===== src/rtl/rgb_grant_scheduler.sv =====
// -----------------------------------------------------------------------------
// rgb_grant_scheduler
//
// Purpose
//   Shares one colour output channel between three level-sensitive requesters
//   (Red, Green, Blue). One requester owns the channel at a time for a bounded
//   dwell of HOLD_CYCLES clocks. Every grant is followed by a single all-zero
//   break-before-make cycle. NewColor pulses on the first cycle of a grant
//   whose colour differs from the colour served before it. The block feeds the
//   colour-change FSM and the lamp drivers.
//
// Parameters
//   HOLD_CYCLES  maximum grant dwell in clocks (values below 1 behave as 1)
//   CNT_W        width of the dwell counter; must be able to hold HOLD_CYCLES-1
//
// Ports
//   Clock       in   1      rising-edge clock
//   Reset       in   1      asynchronous, active-high reset
//   Red         in   1      red request (level)
//   Green       in   1      green request (level)
//   Blue        in   1      blue request (level)
//   GrantRed    out  1      red owns the channel
//   GrantGreen  out  1      green owns the channel
//   GrantBlue   out  1      blue owns the channel
//   NewColor    out  1      one-cycle pulse on the first cycle of a new colour
//   Busy        out  1      high while a grant is being held
//   HoldCount   out  CNT_W  dwell cycles remaining after the current one
//
// Configuration macro
//   RGB_SCHED_FIXED_PRIO_EN
//     defined   : fixed priority Red > Green > Blue
//     undefined : round robin starting after the last colour served (default)
//
// All outputs are registered. Grants are one-hot or all zero.
// -----------------------------------------------------------------------------
module rgb_grant_scheduler #(
    parameter int HOLD_CYCLES = 4,
    parameter int CNT_W       = 8
) (
    input  logic             Clock,
    input  logic             Reset,
    input  logic             Red,
    input  logic             Green,
    input  logic             Blue,
    output logic             GrantRed,
    output logic             GrantGreen,
    output logic             GrantBlue,
    output logic             NewColor,
    output logic             Busy,
    output logic [CNT_W-1:0] HoldCount
);

    // Dwell clamped to at least one cycle; the counter is loaded with
    // dwell-1 because the first grant cycle is itself part of the dwell.
    localparam int               HOLD_EFF  = (HOLD_CYCLES < 1) ? 1 : HOLD_CYCLES;
    localparam logic [CNT_W-1:0] HOLD_LOAD = CNT_W'(HOLD_EFF - 1);
    localparam logic [CNT_W-1:0] CNT_ONE   = CNT_W'(1);

    // Colours are carried one-hot as {red, green, blue}.
    localparam logic [2:0] C_RED   = 3'b100;
    localparam logic [2:0] C_GREEN = 3'b010;
    localparam logic [2:0] C_BLUE  = 3'b001;

    typedef enum logic [1:0] {
        ST_IDLE = 2'd0,
        ST_HOLD = 2'd1,
        ST_GAP  = 2'd2
    } state_t;

`ifdef RGB_SCHED_FIXED_PRIO_EN
    // Fixed priority: Red beats Green beats Blue regardless of history.
    function automatic logic [2:0] f_pick(input logic [2:0] req);
        logic [2:0] pick;
        pick = 3'b000;
        if (req[2])      pick = C_RED;
        else if (req[1]) pick = C_GREEN;
        else if (req[0]) pick = C_BLUE;
        return pick;
    endfunction
`else
    // Round robin: search R->G->B->R starting at the colour after 'last'.
    // Any value of 'last' other than red/green is treated as blue, which is
    // also the reset value, so Red wins the first arbitration.
    function automatic logic [2:0] f_pick(input logic [2:0] req,
                                          input logic [2:0] last);
        logic [2:0] pick;
        pick = 3'b000;
        case (last)
            C_RED: begin
                if (req[1])      pick = C_GREEN;
                else if (req[0]) pick = C_BLUE;
                else if (req[2]) pick = C_RED;
            end
            C_GREEN: begin
                if (req[0])      pick = C_BLUE;
                else if (req[2]) pick = C_RED;
                else if (req[1]) pick = C_GREEN;
            end
            default: begin
                if (req[2])      pick = C_RED;
                else if (req[1]) pick = C_GREEN;
                else if (req[0]) pick = C_BLUE;
            end
        endcase
        return pick;
    endfunction
`endif

    state_t           r_state;
    logic [2:0]       r_grant;
    logic [2:0]       r_last;
    logic [CNT_W-1:0] r_cnt;
    logic             r_newcolor;
    logic             r_busy;

    state_t           w_state_nx;
    logic [2:0]       w_grant_nx;
    logic [2:0]       w_last_nx;
    logic [CNT_W-1:0] w_cnt_nx;
    logic             w_newcolor_nx;
    logic             w_busy_nx;
    logic [2:0]       w_req;
    logic [2:0]       w_pick;
    logic             w_release;

    assign w_req = {Red, Green, Blue};

`ifdef RGB_SCHED_FIXED_PRIO_EN
    assign w_pick = f_pick(w_req);
`else
    assign w_pick = f_pick(w_req, r_last);
`endif

    // Leave HOLD when the owner drops its request or the dwell is used up.
    // Both conditions together still give a single move to GAP.
    assign w_release = ((r_grant & w_req) == 3'b000) || (r_cnt == '0);

    // State register
    always_ff @(posedge Clock or posedge Reset) begin
        if (Reset) begin
            r_state    <= ST_IDLE;
            r_grant    <= 3'b000;
            r_last     <= C_BLUE;
            r_cnt      <= '0;
            r_newcolor <= 1'b0;
            r_busy     <= 1'b0;
        end else begin
            r_state    <= w_state_nx;
            r_grant    <= w_grant_nx;
            r_last     <= w_last_nx;
            r_cnt      <= w_cnt_nx;
            r_newcolor <= w_newcolor_nx;
            r_busy     <= w_busy_nx;
        end
    end

    // Next-state and registered-output decode
    always_comb begin
        w_state_nx    = r_state;
        w_grant_nx    = r_grant;
        w_last_nx     = r_last;
        w_cnt_nx      = r_cnt;
        w_newcolor_nx = 1'b0;
        w_busy_nx     = r_busy;

        case (r_state)
            // IDLE and GAP arbitrate identically at their closing edge.
            ST_IDLE, ST_GAP: begin
                if (w_req != 3'b000) begin
                    w_state_nx    = ST_HOLD;
                    w_grant_nx    = w_pick;
                    w_cnt_nx      = HOLD_LOAD;
                    w_busy_nx     = 1'b1;
                    w_newcolor_nx = (w_pick != r_last);
                    w_last_nx     = w_pick;
                end else begin
                    w_state_nx = ST_IDLE;
                    w_grant_nx = 3'b000;
                    w_cnt_nx   = '0;
                    w_busy_nx  = 1'b0;
                end
            end

            // Other requests are ignored here: no preemption.
            ST_HOLD: begin
                if (w_release) begin
                    w_state_nx = ST_GAP;
                    w_grant_nx = 3'b000;
                    w_cnt_nx   = '0;
                    w_busy_nx  = 1'b0;
                end else begin
                    w_cnt_nx = r_cnt - CNT_ONE;
                end
            end

            default: begin
                w_state_nx = ST_IDLE;
                w_grant_nx = 3'b000;
                w_cnt_nx   = '0;
                w_busy_nx  = 1'b0;
            end
        endcase
    end

    assign GrantRed   = r_grant[2];
    assign GrantGreen = r_grant[1];
    assign GrantBlue  = r_grant[0];
    assign NewColor   = r_newcolor;
    assign Busy       = r_busy;
    assign HoldCount  = r_cnt;

endmodule

===== config.mk =====
export PLATFORM = sky130hd
export DESIGN_NAME = rgb_grant_scheduler
export DESIGN_NICKNAME = d
export VERILOG_FILES = /design/src/rtl/rgb_grant_scheduler.sv
export SDC_FILE = /design/constraint.sdc
export NUM_CORES = 1
export LEC_CHECK = 0
export BUFFER_PORTS_ARGS = -buffer_cell sky130_fd_sc_hd__buf_2
export CORE_MARGIN = 4
export CORE_UTILIZATION = 41
export DETAILED_ROUTE_END_ITERATION = 16
export PLACE_DENSITY = 0.77
export SLEW_MARGIN = 10
export SYNTH_ARGS = -nofsm -noshare
export SYNTH_HDL_FRONTEND = slang
export SYNTH_SLANG_ARGS = --single-unit

===== constraint.sdc =====
create_clock -name Clock -period 1.3 [get_ports Clock]
set_input_delay 0.065 -clock Clock [delete_from_list [all_inputs] [get_ports Clock]]
set_output_delay 0.065 -clock Clock [all_outputs]
set_load 0.005 [all_outputs]

Yosys cells after proc, flatten, opt, wreduce, memory -nomap -nowiden:

Index checks and enable logic that the tools add are counted.

* mux-type cells: 24
* eq/ne operators: 6
* reduce and logical (&&, ||, !) cells: 7
* bitwise operators: 1
* $add $sub $neg: 1

Operators by type and width (count)
* 3-bit 2-to-1 mux: 8
* 8-bit case mux with 2 select lines: 1
* 3-bit case mux with 2 select lines: 2
* 8-bit zero test: 1
* 2-bit 2-to-1 mux: 4
* 8-bit 2-to-1 mux: 1
* 8-bit by 1-bit subtractor with 8-bit output, second input constant: 1
* 1-bit 2-to-1 mux: 6
* 2-bit case mux with 2 select lines: 1
* 3-bit bitwise AND: 1
* 3-bit by 2-bit == test with 1-bit output, second input constant: 1
* 3-bit == test, second input constant: 1
* 3-bit zero test: 1
* 3-bit != test: 1
* 3-bit nonzero test: 1
* 2-bit by 1-bit == test with 1-bit output, second input constant: 1
* 2-bit == test, second input constant: 1
* 2-bit zero test: 1
* 2-bit != test, second input constant: 1
* 1-bit case mux with 2 select lines: 1
* 2-bit AND reduction: 1
* 2-bit OR reduction: 1
* 1-bit logical OR: 1

* output and inout port bits: 13
* bits of input ports: 5
* flip-flop bits (word level): 18

Depth between registers and ports, before layout:

* depth in word-level cells: 7
* mapped depth: 6
* mapped depth without buffers: 6

Least setup slack after synthesis:

No wires, ideal clock.

* path kind: register to register
* start point: register r_cnt[3], in the netlist HoldCount[3]
* end point: register r_cnt[0], in the netlist HoldCount[0]
* path slack: -112 ps
* stages on the path, launching flop included: 5
* arrival time: 1253 ps
* cell sequence: dfrtp_1 -> nor4_1 -> a311o_1 -> buf_2 -> o21ai_0

* longest elaborated chain between the ends: 4

RTL lines
* start, declared: line 112 `logic [CNT_W-1:0] r_cnt;`
* start signal, assigned: line 151 `r_cnt <= w_cnt_nx;`
* 8-bit zero test: line 136 `assign w_release = ((r_grant & w_req) == 3'b000) || (r_cnt == '0);`
* 1-bit logical OR: line 136
* 8-bit 2-to-1 mux: line 186 `if (w_release) begin`
* 8-bit case mux with 2 select lines: line 166 `case (r_state)`
* net w_cnt_nx[0]: line 119 `logic [CNT_W-1:0] w_cnt_nx;`

The timed path passes the listed nets, and every way through them passes these cells.
A chain may end at the register's enable or synchronous reset.

Final worst setup path:

* start point: register r_last[1]
* end point: register r_last[0]

* longest elaborated chain between the ends: 2
* elaborated cells on any way between the ends: 3
* classes of those cells: eq/ne: 2; mux: 1

RTL lines
* start, declared: line 111 `logic [2:0] r_last;`
* start signal, assigned: line 150 `r_last <= w_last_nx;`
* 3-bit by 2-bit == test with 1-bit output or 3-bit == test (tied branches): line 88 `case (last)`
* 3-bit case mux with 2 select lines *: line 88

Mark *: on every way between the ends. The rest lies on a longest branch, timed or not.

==> results by group <==
GRT
  – GRT met1 Usage: 19.2%
  – Grt met2 use: 29.0%
  – First-pass GRT wire length: 3410 um
  – Gr usage total: 16.1%
  – Vias in the first global route: 784
  – Pin count of the biggest net entering global routing: 18
  – Initial antenna violation count: 0
  – Global route overflow: 0
  – Global route hottest layer: met2
  – GR Layer Usage met3: 3.60%

Synth
  – Mux cell area share after synthesis: 0%
  – Main combinational cell family by area after synthesis: compound AO/OA/AOI/OAI gates
  – Netlist cell types: 30
  – Ys async rst share: 100%
  – Seq/Total Area, Yosys: 49.6%
  – Simple-gate share of the synthesized area: 17.0%
  – Post-Synth XOR/XNOR Area: 7.12%
  – Ys Warns: 0
  – EDFF count, synth: 0
  – Post-synth top area share: 46.5%
  – Compound-gate portion of the synthesized area: 17.3%
  – Top area cells in the synthesized netlist: dfrtp_1 47%, nor2_1 5.7%, a21o_1 5.2%
  – Cell taking the most area after synthesis: dfrtp_1
  – Mapped Cells: 83
  – Synthesized area: 861 sq um
  – Main synth FF type: dfrtp_1
  – Synth Register Bits: 17
  – Syn nets: 90
  – Post-Synth Adder-Cell Area: 2.91%
  – Mapped Avg Cell Area: 10.4 sq um

Status
  – Status: finished with violations
  – Violated checks: negative setup slack

STA
  – Slew Viols, Final: 0
  – Fin crit period: 1.38 ns
  – Final period util: 106%
  – Final WS setup: -0.0798 ns
  – Fin. Hold Viols: 0
  – Slew @ Worst Pin: 0.608 ns
  – Fmax: 0.725 GHz
  – Relative slew slack: 59.5%
  – Skew final: 0.00363 ns
  – Unrepaired setup endpoints after global routing: true
  – # setup viols final: 11

Floorplan
  – IO Count: 18
  – Die span in y: 53.8 um
  – Die area: 2900 sq um
  – CORE AREA: 1980 sq um
  – Die X: 53.8 um
  – Initial core utilization: 43.4%
  – Row count: 16

CTS
  – CTS clock-pin slew for the worst setup and hold paths: 0.09 ns
  – CTS tree: built
  – Max clock buf depth: 2
  – Htree depth: 1
  – Root Driver: clkbuf_4
  – Clock sinks: 17
  – Worst-Skew Late Latency: 0.28 ns
  – CTS buffer count: 3

Final layout
  – NumNets Final: 135
  – P&R area growth vs syn: 46.7%
  – Share of post-route cells with drive strength above 1: 46.5%
  – Ant diodes: 0

Worst setup path
  – CP required: 1.53 ns
  – Critical path peak fanout: 3
  – Setup crit start: r_last[1]$_DFFE_PP0P_
  – CP Cell Sequence: or4b_1 -> o221ai_2 -> and3_4 -> a21o_1
  – CP max-delay cell: or4b_1
  – Critical Path AT: 1.61 ns
  – Worst Setup EP: r_last[0]$_DFFE_PP1P_
  – RR Startpoint: r_last[1]$_DFFE_PP0P_
  – R2R Setup Slk: -0.08 ns
  – Crit start category: flip-flop
  – Reg2Reg Depth: 4
  – Reg-to-Reg End: r_last[0]$_DFFE_PP1P_
  – CP peak stage delay: 0.52 ns
  – Crit path kind: reg -> reg
  – Crit. End Element: flip-flop

Power and ir drop
  – P_leak: 0.667 nW
  – Peak supply drop: 1.12 mV
  – Final Total Pwr: 0.00257 W
  – Power Density: 2040 nW/um^2

Place
  – Hpwl dp: 1500 um
  – PortBufs: 17
  – GPL Wtd Cong: 0.841
  – Place WS: -0.0742 ns

Detailed routing
  – Initial DRT Pass Iterations: 4
  – Wire per inst: 13.2 um
  – DRC violations left: 0
  – ANT nets after route: 0
  – Initial drt markers: 19
  – Via count: 814
  – Vias per Instance: 5.29
  – WL final: 2030 um

Worst hold path
  – Type of the most critical hold path: in -> reg

Job
  – Max-capacitance violation count: 0
-- power breakdown --
part	internal, W	switching, W	total, W
combinational	0.000816	0.000651	0.00147
clock	0.000119	0.000150	0.000269
sequential	0.000709	0.000126	0.000834
-- synth_stat cells, types with 2 or more instances --
cell type / number
a21o_1: 6
buf_6: 2
xor2_1: 3
buf_2: 3
inv_1: 4
nand2_1: 5
dfrtp_1: 16
nor2_1: 13
o21ai_0: 3
ha_1: 2
a311oi_1: 2
nor3_1: 2
nor4_1: 2
xnor2_1: 4
-- placed cells by master, fill, tap and decap left out, types with 2 or more instances in the layout --
| cell type | Yosys | final |
|---|---|---|
| buf_4 | 0 | 24 |
| buf_2 | 3 | 17 |
| dfrtp_1 | 16 | 16 |
| nor2_1 | 13 | 13 |
| a21o_1 | 6 | 6 |
| inv_1 | 4 | 4 |
| xnor2_1 | 4 | 4 |
| nand2_1 | 5 | 3 |
| xor2_1 | 3 | 3 |
| clkbuf_4 | 0 | 3 |
| buf_6 | 2 | 3 |
| nor3_1 | 2 | 2 |
| o21ai_1 | 0 | 2 |
-- area by class of cell --
| cell class | count | area [sq um] |
|---|---|---|
| tap | 27 | 33.8 |
| timing repair buffer | 45 | 309 |
| multi-input combinational | 57 | 452 |
| fill | 166 | 719 |
| sequential | 17 | 427 |
| clock buffer | 4 | 26.3 |
| inverter | 4 | 15.0 |
-- cells by family (layout without fill, tap and decap cells) --
family                     Yosys count  count (layout)
DFF                                 17              17
and+or+nand+nor                     29              29
adders and majority gates            2               2
buffers and inverters                9              53
xor gates and xnor gates             7               7
AOI/OAI and AO/OA                   19              19
-- registers in the layout (all words and copies together) (netlist names) --
register / cells
NewColor: 1
r_grant: 3
HoldCount: 8
r_last: 3
r_state: 1
Busy: 1
-- worst min-delay path by stage --
| stage | startpoint | end | slack, ns | cells past startpoint |
|---|---|---|---|---|
| 2_1_floorplan | Reset | Busy$_DFFE_PP0P_ | -0.01 | 1 |
| 3_3_place_gp | Reset | r_last[2]$_DFFE_PP0P_ | 0.17 | 2 |
| 3_5_place_dp | Reset | r_last[2]$_DFFE_PP0P_ | 0.18 | 2 |
| 4_1_cts | Red | NewColor$_DFF_PP0_ | 0.12 | 3 |
| 5_1_grt | Red | NewColor$_DFF_PP0_ | 0.15 | 3 |
| 6_report | Red | NewColor$_DFF_PP0_ | 0.15 | 3 |
-- critical path, delay by kind of cell (launching register included) --
family             cells  cell delay, ns
AOI/OAI and AO/OA      2            0.17
and+or+nand+nor        2            0.74
DFF                    1            0.42
-- metal layers --
layer / part of all wire [%] / up-vias
met5: 0 / -
met2: 53 / 31
met4: 1.1 / 0
li1: - / 383
met3: 5.9 / 4
met1: 40 / 396
-- metrics by stage --
| step | TNS (ns) | hold WS [ns] | area (sq um) | instances | util (%) |
|---|---|---|---|---|---|
| floorplan | -0.111 | -0.00966 | 870 | 83 | - |
| global placement | -0.0197 | 0.172 | 1130 | 146 | 56.9 |
| detailed placement | -0.337 | 0.178 | 1130 | 146 | 56.9 |
| CTS | -0.122 | 0.120 | 1190 | 152 | 60.3 |
| global route | -1.61 | 0.150 | 1260 | 154 | 63.7 |
| finish | -0.474 | 0.154 | 1260 | 154 | 63.7 |
-- repair_timing --
action	CTS	global route
hold endpoints to repair	16	0
setup buffers	1	2
hold buffers	1	0
pin swaps	1	6
resized for setup	6	12
endpoints found under the setup margin	15	16
gates cloned	0	0
Note: power is estimated with default switching activity, not from simulation.
